$ cat config.mk
export PLATFORM = sky130hd
export DESIGN_NAME = snn_weight_store
export DESIGN_NICKNAME = d
export VERILOG_FILES = /design/src/rtl/snn_mem_pkg.sv /design/src/rtl/snn_weight_regfile.sv /design/src/rtl/snn_weight_store.sv
export SDC_FILE = /design/constraint.sdc
export NUM_CORES = 1
export LEC_CHECK = 0
export CAP_MARGIN = 20
export CORE_MARGIN = 2
export CORE_UTILIZATION = 50
export CTS_CLUSTER_DIAMETER = 50
export DETAILED_ROUTE_END_ITERATION = 12
export GPL_ROUTABILITY_DRIVEN = 0
export PLACE_DENSITY = 0.69
export SYNTH_ARGS = -nofsm -noshare
export SYNTH_HDL_FRONTEND = slang
export SYNTH_SLANG_ARGS = --single-unit
$ cat constraint.sdc
create_clock -name clk -period 2.1 [get_ports clk]
set_input_delay 0.42 -clock clk [delete_from_list [all_inputs] [get_ports clk]]
set_output_delay 0.42 -clock clk [all_outputs]
set_load 0.05 [all_outputs]
$ cat src/rtl/snn_mem_pkg.sv
// rtl/snn_mem_pkg.sv - shared weight-memory constants and read FSM state type
package snn_mem_pkg;

    localparam logic [3:0] W12_ADDR          = 4'h0;
    localparam logic [3:0] W34_ADDR          = 4'h1;
    localparam logic [7:0] INIT_WORD_DEFAULT = 8'h11;

    typedef enum logic [1:0] {
        R_IDLE = 2'd0,
        R_WAIT = 2'd1,
        R_RESP = 2'd2
    } rd_state_t;

endpackage

$ cat src/rtl/snn_weight_regfile.sv
// rtl/snn_weight_regfile.sv - weight flop array, two prioritised write ports, two async read ports
module snn_weight_regfile
    import snn_mem_pkg::*;
#(
    parameter int              ADDR_W    = 4,
    parameter int              DW        = 8,
    parameter logic [DW-1:0]   INIT_WORD = INIT_WORD_DEFAULT
) (
    input  logic              clk,
    input  logic              rst_n,
    input  logic              we0,
    input  logic [ADDR_W-1:0] waddr0,
    input  logic [DW-1:0]     wdata0,
    input  logic              we1,
    input  logic [ADDR_W-1:0] waddr1,
    input  logic [DW-1:0]     wdata1,
    input  logic [ADDR_W-1:0] raddr0,
    output logic [DW-1:0]     rdata0,
    input  logic [ADDR_W-1:0] raddr1,
    output logic [DW-1:0]     rdata1
);

    localparam int DEPTH = 1 << ADDR_W;

    logic [DW-1:0] mem [DEPTH];

    // Port 0 is written last so it overrides port 1 on an address collision.
    always_ff @(posedge clk or negedge rst_n) begin
        if (!rst_n) begin
            for (int i = 0; i < DEPTH; i++) begin
                mem[i] <= INIT_WORD;
            end
        end else begin
            if (we1) mem[waddr1] <= wdata1;
            if (we0) mem[waddr0] <= wdata0;
        end
    end

    assign rdata0 = mem[raddr0];
    assign rdata1 = mem[raddr1];

endmodule

$ cat src/rtl/snn_weight_store.sv
// rtl/snn_weight_store.sv - weight read/write-back responder with host preload port
module snn_weight_store
    import snn_mem_pkg::*;
#(
    parameter int            ADDR_W    = 4,
    parameter int            DW        = 8,
    parameter int            RD_LAT    = 1,
    parameter logic [DW-1:0] INIT_WORD = INIT_WORD_DEFAULT
) (
    input  logic              clk,
    input  logic              rst_n,
    input  logic              w_req,
    input  logic [ADDR_W-1:0] w_addr,
    output logic              w_valid,
    output logic [DW-1:0]     w_data,
    input  logic              wb_req,
    input  logic [ADDR_W-1:0] wb_addr,
    input  logic [DW-1:0]     wb_wdata,
    output logic              wb_ack,
    input  logic              cfg_we,
    input  logic [ADDR_W-1:0] cfg_addr,
    input  logic [DW-1:0]     cfg_wdata,
    output logic [DW-1:0]     cfg_rdata,
    output logic              cfg_drop,
    output logic              ovr_err,
    input  logic              err_clr
);

    localparam logic [2:0] LAT_LOAD = 3'(RD_LAT - 1);

    rd_state_t     rd_state, rd_next;
    logic [2:0]    cnt, cnt_next;
    logic [DW-1:0] snap;
    logic [DW-1:0] rd_word, cfg_word;

    logic rd_accept, rd_ovr, wb_accept, wb_ovr, host_drop, host_we;

    assign rd_accept = w_req & (rd_state == R_IDLE);
    assign rd_ovr    = w_req & (rd_state != R_IDLE);
    assign wb_accept = wb_req & ~wb_ack;
    assign wb_ovr    = wb_req & wb_ack;
    assign host_drop = cfg_we & wb_accept & (cfg_addr == wb_addr);
    assign host_we   = cfg_we & ~host_drop;

    snn_weight_regfile #(
        .ADDR_W    (ADDR_W),
        .DW        (DW),
        .INIT_WORD (INIT_WORD)
    ) u_regfile (
        .clk    (clk),
        .rst_n  (rst_n),
        .we0    (wb_accept),
        .waddr0 (wb_addr),
        .wdata0 (wb_wdata),
        .we1    (host_we),
        .waddr1 (cfg_addr),
        .wdata1 (cfg_wdata),
        .raddr0 (w_addr),
        .rdata0 (rd_word),
        .raddr1 (cfg_addr),
        .rdata1 (cfg_word)
    );

    // Snapshot reads the pre-edge array, so a same-edge write-back is not seen.
    always_ff @(posedge clk or negedge rst_n) begin
        if (!rst_n) begin
            rd_state <= R_IDLE;
            cnt      <= '0;
            snap     <= '0;
        end else begin
            rd_state <= rd_next;
            cnt      <= cnt_next;
            if (rd_accept) snap <= rd_word;
        end
    end

    always_comb begin
        rd_next  = rd_state;
        cnt_next = cnt;
        case (rd_state)
            R_IDLE: begin
                if (rd_accept) begin
                    rd_next  = (RD_LAT == 1) ? R_RESP : R_WAIT;
                    cnt_next = LAT_LOAD;
                end
            end
            R_WAIT: begin
                cnt_next = cnt - 3'd1;
                if (cnt == 3'd1) rd_next = R_RESP;
            end
            R_RESP:  rd_next = R_IDLE;
            default: rd_next = R_IDLE;
        endcase
    end

    always_comb begin
        w_valid = (rd_state == R_RESP);
        w_data  = w_valid ? snap : '0;
    end

    always_ff @(posedge clk or negedge rst_n) begin
        if (!rst_n) begin
            wb_ack    <= 1'b0;
            cfg_drop  <= 1'b0;
            cfg_rdata <= '0;
            ovr_err   <= 1'b0;
        end else begin
            wb_ack    <= wb_accept;
            cfg_drop  <= host_drop;
            cfg_rdata <= cfg_word;
            if (rd_ovr | wb_ovr) ovr_err <= 1'b1;
            else if (err_clr)    ovr_err <= 1'b0;
        end
    end

endmodule
==> results of run 1 <==
[through the flow]
stage	power, W	hold WS (ns)	cells
2_1_floorplan	0.00635	0.124	825
3_3_place_gp	0.00742	0.381	1131
5_1_grt	0.0113	0.522	1164
4_1_cts	0.0108	0.474	1164
6_report	0.0109	0.471	1164
3_5_place_dp	0.00762	0.397	1131
[power breakdown]
| part | leakage [nW] | internal [W] | switching, W |
|---|---|---|---|
| clock network | 0.296 | 0.00197 | 0.00126 |
| logic | 2.93 | 0.00161 | 0.00157 |
| registers | 1.70 | 0.00379 | 0.000681 |
| total | 4.92 | 0.00737 | 0.00351 |
[timing repair]
action / in CTS / in global routing
buffers inserted: 0 / 0
gates resized for setup: 0 / 3
setup endpoints to repair: 0 / 65
endpoints found under the hold margin: 43 / 0
hold buffers: 1 / 0
[final timing paths]
kind | slack, ns | to | start | cells after the start
worst max-delay path | 0.07 | wb_ack | wb_ack | 1
worst min register to register | 0.47 | snap[0] | snap[0] | 2
worst min-delay path | 0.47 | snap[0] | snap[0] | 2
max in group asynchronous | 0.87 | u_regfile.mem[68] | rst_n | 3
worst max register to register | 0.23 | u_regfile.mem[10] | wb_ack | 8
min in group asynchronous | 0.49 | u_regfile.mem[14] | rst_n | 2
[logic make-up after synthesis]
family	after synthesis
muxes	215
and+or+nand+nor	197
DFF	148
buffers and inverters	80
xor gates and xnor gates	4
AOI/OAI and AO/OA	181
[cell usage in the layout, fill, tap and decap left out, types with 5 or more instances in the layout]
master	n
buf_12	37
a211oi_4	7
buf_4	73
o31ai_1	7
a211oi_1	7
dfrtp_1	115
a22oi_1	8
nand2_1	12
mux2i_1	156
a21oi_1	135
clkbuf_16	17
dfstp_2	32
o211ai_2	5
and2_1	9
a32oi_1	7
mux4_2	59
nor2b_1	14
nor2_1	133
nand2b_1	5
clkdlybuf4s50_1	39
[routing by layer]
| layer | GRT usage | vias to the layer above | routed length, um |
|---|---|---|---|
| li1 | - | 3219 | - |
| met2 | 0.481 | 371 | 13500 |
| met5 | 0 | - | 0 |
| met1 | 0.394 | 3632 | 11100 |
| met4 | 0.102 | 0 | 675 |
| met3 | 0.0587 | 52 | 1950 |
[final cells by class]
type,count,area (um^2),area share
clock buffers,21,470,0.0413
clock inverters,11,149,0.0131
inverters,3,11.3,0.000988
well taps,229,287,0.0252
flip-flops and latches,148,3740,0.329
multi-input cells,597,5000,0.439
repair buffers,155,1730,0.152
[flip-flops by register name, indices dropped and copies added, names as in the netlist]
name and flops:
u_regfile.mem 128, cfg_rdata 8, snap 8, cfg_drop 1, ovr_err 1, rd_state 1, wb_ack 1
[Yosys cell counts, types with 4 or more instances]
cell type / number
mux2i_1: 156
a21oi_1: 135
nor2_1: 133
dfrtp_1: 116
mux4_2: 59
clkbuf_1: 43
dfstp_2: 32
buf_1: 14
nor2b_1: 14
buf_2: 12
nand2_1: 12
and2_1: 9
a22oi_1: 8
a211oi_1: 7
a211oi_4: 7
a32oi_1: 7
o31ai_1: 7
o211ai_2: 6
nand2b_1: 5
buf_4: 4
nand4b_1: 4
xnor2_1: 4
==> reports/qor.csv, run 1 <==
stage,metric,value,unit
run_status,status,completed,
worst_setup_path,path_max_fanout,3,
worst_setup_path,start_kind,register,
sta,rsz0062_at_grt,false,
worst_setup_path,crit_required,1.68,ns
global_routing,track_usage,0.294,
sta,tightest_slew,0.679,ns
floorplanning,die_w,139,um
detailed_routing,drt-total-wl,27.3,mm
floorplanning,core_area,17900,um^2
power_and_ir_drop,vdd_drop_max,620,uV
placed_design,port_buffers,53,
detailed_routing,ant_nets,0,
synth,synthSimpleGateAreaFrac,0.0996,
detailed_routing,drt_pre_antenna_iters,5,
power_and_ir_drop,pwr_density_cell,956,nW/um^2
detailed_routing,wire_per_inst,23.5,um
sta,fin_crit_sh,0.967,
sta,setup_tns,0,ns
global_routing,antenna_found_initial,0,
finish,final_core_util,0.636,
global_routing,grt_pass1_wl,43.3,mm
global_routing,first_global_vias,7446,
cts,root_buffer,clkbuf_16,
finish,drive_gt1_frac,0.280,
finish,diodes,0,
synth,synth_top_family_by_area,multiplexers,
flow_run,cap_viol_max_count,0,
placed_design,placedInstanceArea,10700,um^2
global_routing,overflow,0,
hold_path,hp-class,register to register,
worst_setup_path,critPathTopFamily,buffers and inverters,
cts,cts_tree,yes,
sta,layout_setup_ws,0.0686,ns
synth,synth_edf_count,0,
synth,synth_fa_ha_area_frac,0,
worst_setup_path,critPathKind,register to output port,
detailed_routing,num_vias,7274,
sta,finalHoldViolations,0,
worst_setup_path,slowest_stage,clkdlybuf4s50_1,
placed_design,pre_cts_ws,-0.422,ns
cts,cts_sinks,148,
floorplanning,initial_core_util,0.507,
floorplanning,io_pins,54,
cts,clkTransAtPathRegs,0.07,ns
finish,syn_to_final_growth,25.4,%
worst_setup_path,end_kind,output port,
synth,synth_top_cell_area_share,0.320,
sta,fmax,492,MHz
worst_setup_path,crit_buf_inv,1,
synth,synth_xor_area_frac,0.00386,
worst_setup_path,worstPathCellList,clkdlybuf4s50_1,
sta,fin_skew,0.00972,ns
synth,ys_warn_count,0,
synth,postSynthCellCount,825,
detailed_routing,drcViolationCount,0,
finish,nets,956,
cts,cts_made_buffers,17,
detailed_routing,drtIter0Drc,789,
synth,avgSynthCellArea,11.0,um^2
global_routing,grt_max_degree,48,
synth,syn_area,9080,um^2
floorplanning,die_y,139,um
detailed_routing,via_per_inst,6.25,
synth,yosys-top-cells-area,"dfrtp_1 32%, mux2i_1 17%, mux4_2 15%",
synth,synth_top_cell_by_area,dfrtp_1,
synth,synth_cell_types,40,
floorplanning,die-area,19300,um^2
finish,final_cell_area,11400,um^2
placed_design,hpwl,20.3,mm
synth,synth_compound_area_frac,0.127,
synth,ys_async_sr_fraction,1.00,
synth,ys_ff_latch,148,
cts,clk_latency,0.44,ns
sta,maxSlewHeadroom,0.546,
synth,synth-main-ff-cell,dfrtp_1,
synth,synthMuxAreaShare,0.318,
cts,cts-htree-levels,4,
sta,setup_viol,0,
cts,clockBufferDepth,2,
worst_setup_path,slowest_delay,0.81,ns
synth,synth_seq_area_share,0.412,
power_and_ir_drop,power.leakage,4.92,nW
floorplanning,std_cell_rows,49,
worst_setup_path,crit_arrival,1.61,ns
finish,filler_cell_count,1385,
sta,finalCriticalPeriod,2.03,ns
sta,slew_viol_final,0,
synth,syn-num-nets,859,
Power figures use the tool's default switching activity.
==> run 2, diff against run 1 <==
--- a/config.mk
+++ b/config.mk
@@ -10,8 +10,9 @@
 export CORE_UTILIZATION = 50
 export CTS_CLUSTER_DIAMETER = 50
 export DETAILED_ROUTE_END_ITERATION = 12
+export DONT_BUFFER_PORTS = 1
 export GPL_ROUTABILITY_DRIVEN = 0
-export PLACE_DENSITY = 0.69
 export SYNTH_ARGS = -nofsm -noshare
 export SYNTH_HDL_FRONTEND = slang
 export SYNTH_SLANG_ARGS = --single-unit
+export TNS_END_PERCENT = 50
==> reports/qor.csv, run 2 (same netlist as run 1, synthesis figures left out) <==
stage,metric,value,unit
finish,syn_to_final_growth,11.5,%
cts,cts-htree-levels,4,
sta,finalHoldViolations,124,
worst_setup_path,slowest_stage,dfrtp_2,
finish,filler_cell_count,1522,
finish,largest_reg_flops,128,
detailed_routing,ant_nets,0,
placed_design,hpwl,18.5,mm
worst_setup_path,crit_buf_inv,3,
cts,clk_latency,0.43,ns
detailed_routing,via_per_inst,6.42,
detailed_routing,wire_per_inst,26.1,um
finish,final_cell_mix,"156 x mux2i_1, 135 x a21oi_1, 133 x nor2_1",
floorplanning,std_cell_rows,49,
worst_setup_path,r2r_slack,0.20,ns
worst_setup_path,critPathKind,register to register,
detailed_routing,drt-total-wl,27.5,mm
power_and_ir_drop,vdd_drop_max,640,uV
power_and_ir_drop,pwr_density_cell,1000,nW/um^2
global_routing,overflow,0,
worst_setup_path,start_kind,register,
sta,fin_crit_sh,0.905,
detailed_routing,drtIter0Drc,571,
worst_setup_path,critPathLaunch,wb_ack,
finish,largest_registers,"u_regfile.mem (128), cfg_rdata (8), snap (8)",
cts,cts_sinks,148,
run_status,status,"finished, violations left",
floorplanning,initial_core_util,0.507,
sta,fin_skew,0.00996,ns
global_routing,track_usage,0.290,
sta,maxSlewHeadroom,0.503,
global_routing,grt_pass1_wl,41.8,mm
cts,clkTransAtPathRegs,0.06,ns
detailed_routing,drcViolationCount,0,
detailed_routing,drt_pre_antenna_iters,5,
finish,diodes,0,
finish,layout_commonest_cell,mux2i_1,
sta,rsz0062_at_grt,false,
finish,nets,845,
placed_design,pre_cts_ws,-0.0157,ns
finish,regArea,3740,um^2
detailed_routing,num_vias,6760,
worst_setup_path,end_kind,register,
worst_setup_path,worstPathCellList,"nor2b_1, buf_4, buf_4, nand3_4, o211ai_2, buf_4, mux2i_1, a21oi_1",
worst_setup_path,slowest_delay,0.40,ns
power_and_ir_drop,power.leakage,4.29,nW
floorplanning,core_area,17900,um^2
sta,setup_tns,0,ns
worst_setup_path,crit_required,2.40,ns
sta,fin_hold_ws,-0.309,ns
run_status,violations,hold timing,
cts,cts_tree,yes,
worst_setup_path,crit_arrival,2.20,ns
cts,root_buffer,clkbuf_16,
sta,slew_viol_final,0,
placed_design,port_buffers,0,
sta,tightest_slew,0.744,ns
sta,layout_setup_ws,0.201,ns
worst_setup_path,path_max_fanout,10,
cts,clockBufferDepth,2,
floorplanning,die_w,139,um
finish,drive_gt1_frac,0.232,
sta,fmax,526,MHz
finish,multi_input_comb_area,5000,um^2
worst_setup_path,worst-r2r-cell-count,8,
floorplanning,die-area,19300,um^2
worst_setup_path,cpMostUsedCell,buf_4,
global_routing,grt_max_degree,149,
finish,regMostFlops,u_regfile.mem,
sta,finalCriticalPeriod,1.90,ns
placed_design,place_inst,1021,
cts,cts_made_buffers,17,
finish,instances_no_fill,1053,
cts,postCtsSetupBuffers,0,
floorplanning,io_pins,54,
hold_path,hp-class,primary input to async pin,
worst_setup_path,rr_startpoint,wb_ack,
global_routing,antenna_found_initial,1,
worst_setup_path,critical_path_depth,8,
worst_setup_path,critPathTopFamily,buffers and inverters,
global_routing,first_global_vias,6569,
floorplanning,die_y,139,um
flow_run,cap_viol_max_count,0,
sta,setup_viol,0,
## run 2: cell types whose count changed in the layout (fill, tap and decap cells not counted), sizes merged, moves of 2 or more
cell / delta
buf: -70
clkdlybuf4s50: -39
inv: -3
clkinv: +2
## run 2: final cells by class
class / count / share of cell area
well taps: 229 / 0.0283
clock buffers: 22 / 0.0449
flip-flops and latches: 148 / 0.370
multi-input cells: 597 / 0.494
inverters: 3 / 0.00111
clock inverters: 10 / 0.0157
repair buffers: 44 / 0.0462
## run 2: worst paths after layout
check                                           to
max in group asynchronous        u_regfile.mem[32]
worst max-delay path            u_regfile.mem[113]
worst min register to register             snap[7]
worst min-delay path            u_regfile.mem[110]
worst max register to register  u_regfile.mem[113]
min in group clk                           ovr_err
## run 2: what timing repair did
action,4_1_cts,5_1_grt
endpoints found under the setup margin,1,33
gates resized for setup,1,2
hold endpoints to repair,148,148
## run 2: power breakdown
part / internal [W] / switching (W)
Combinational: 0.00130 / 0.000983
Sequential: 0.00379 / 0.000859
Clock: 0.00202 / 0.00119
Total: 0.00710 / 0.00303
## run 2: through the flow
stage	hold WS, ns	cell area [um^2]	utilization	power [W]
2_1_floorplan	0.124	9080	-	0.00635
3_3_place_gp	0.131	9500	0.530	0.00680
3_5_place_dp	0.132	9500	0.530	0.00693
4_1_cts	-0.325	10100	0.565	0.0101
5_1_grt	-0.333	10100	0.566	0.0106
6_report	-0.309	10100	0.566	0.0101
## run 2: per-layer routing
metal  wire [um]  global-route usage  part of all wire
met2       13100               0.457              0.48
met5           0                   0                 0
met1       11900               0.407              0.43
met3        1970              0.0691             0.072
met4         503              0.0797             0.018
==> run 3, diff against run 2 <==
--- a/config.mk
+++ b/config.mk
@@ -12,6 +12,7 @@
 export DETAILED_ROUTE_END_ITERATION = 12
 export DONT_BUFFER_PORTS = 1
 export GPL_ROUTABILITY_DRIVEN = 0
+export SLEW_MARGIN = 20
 export SYNTH_ARGS = -nofsm -noshare
 export SYNTH_HDL_FRONTEND = slang
 export SYNTH_SLANG_ARGS = --single-unit
==> results of run 3 <==
The final DEF is identical to that of run 2; final timing and power are the same.
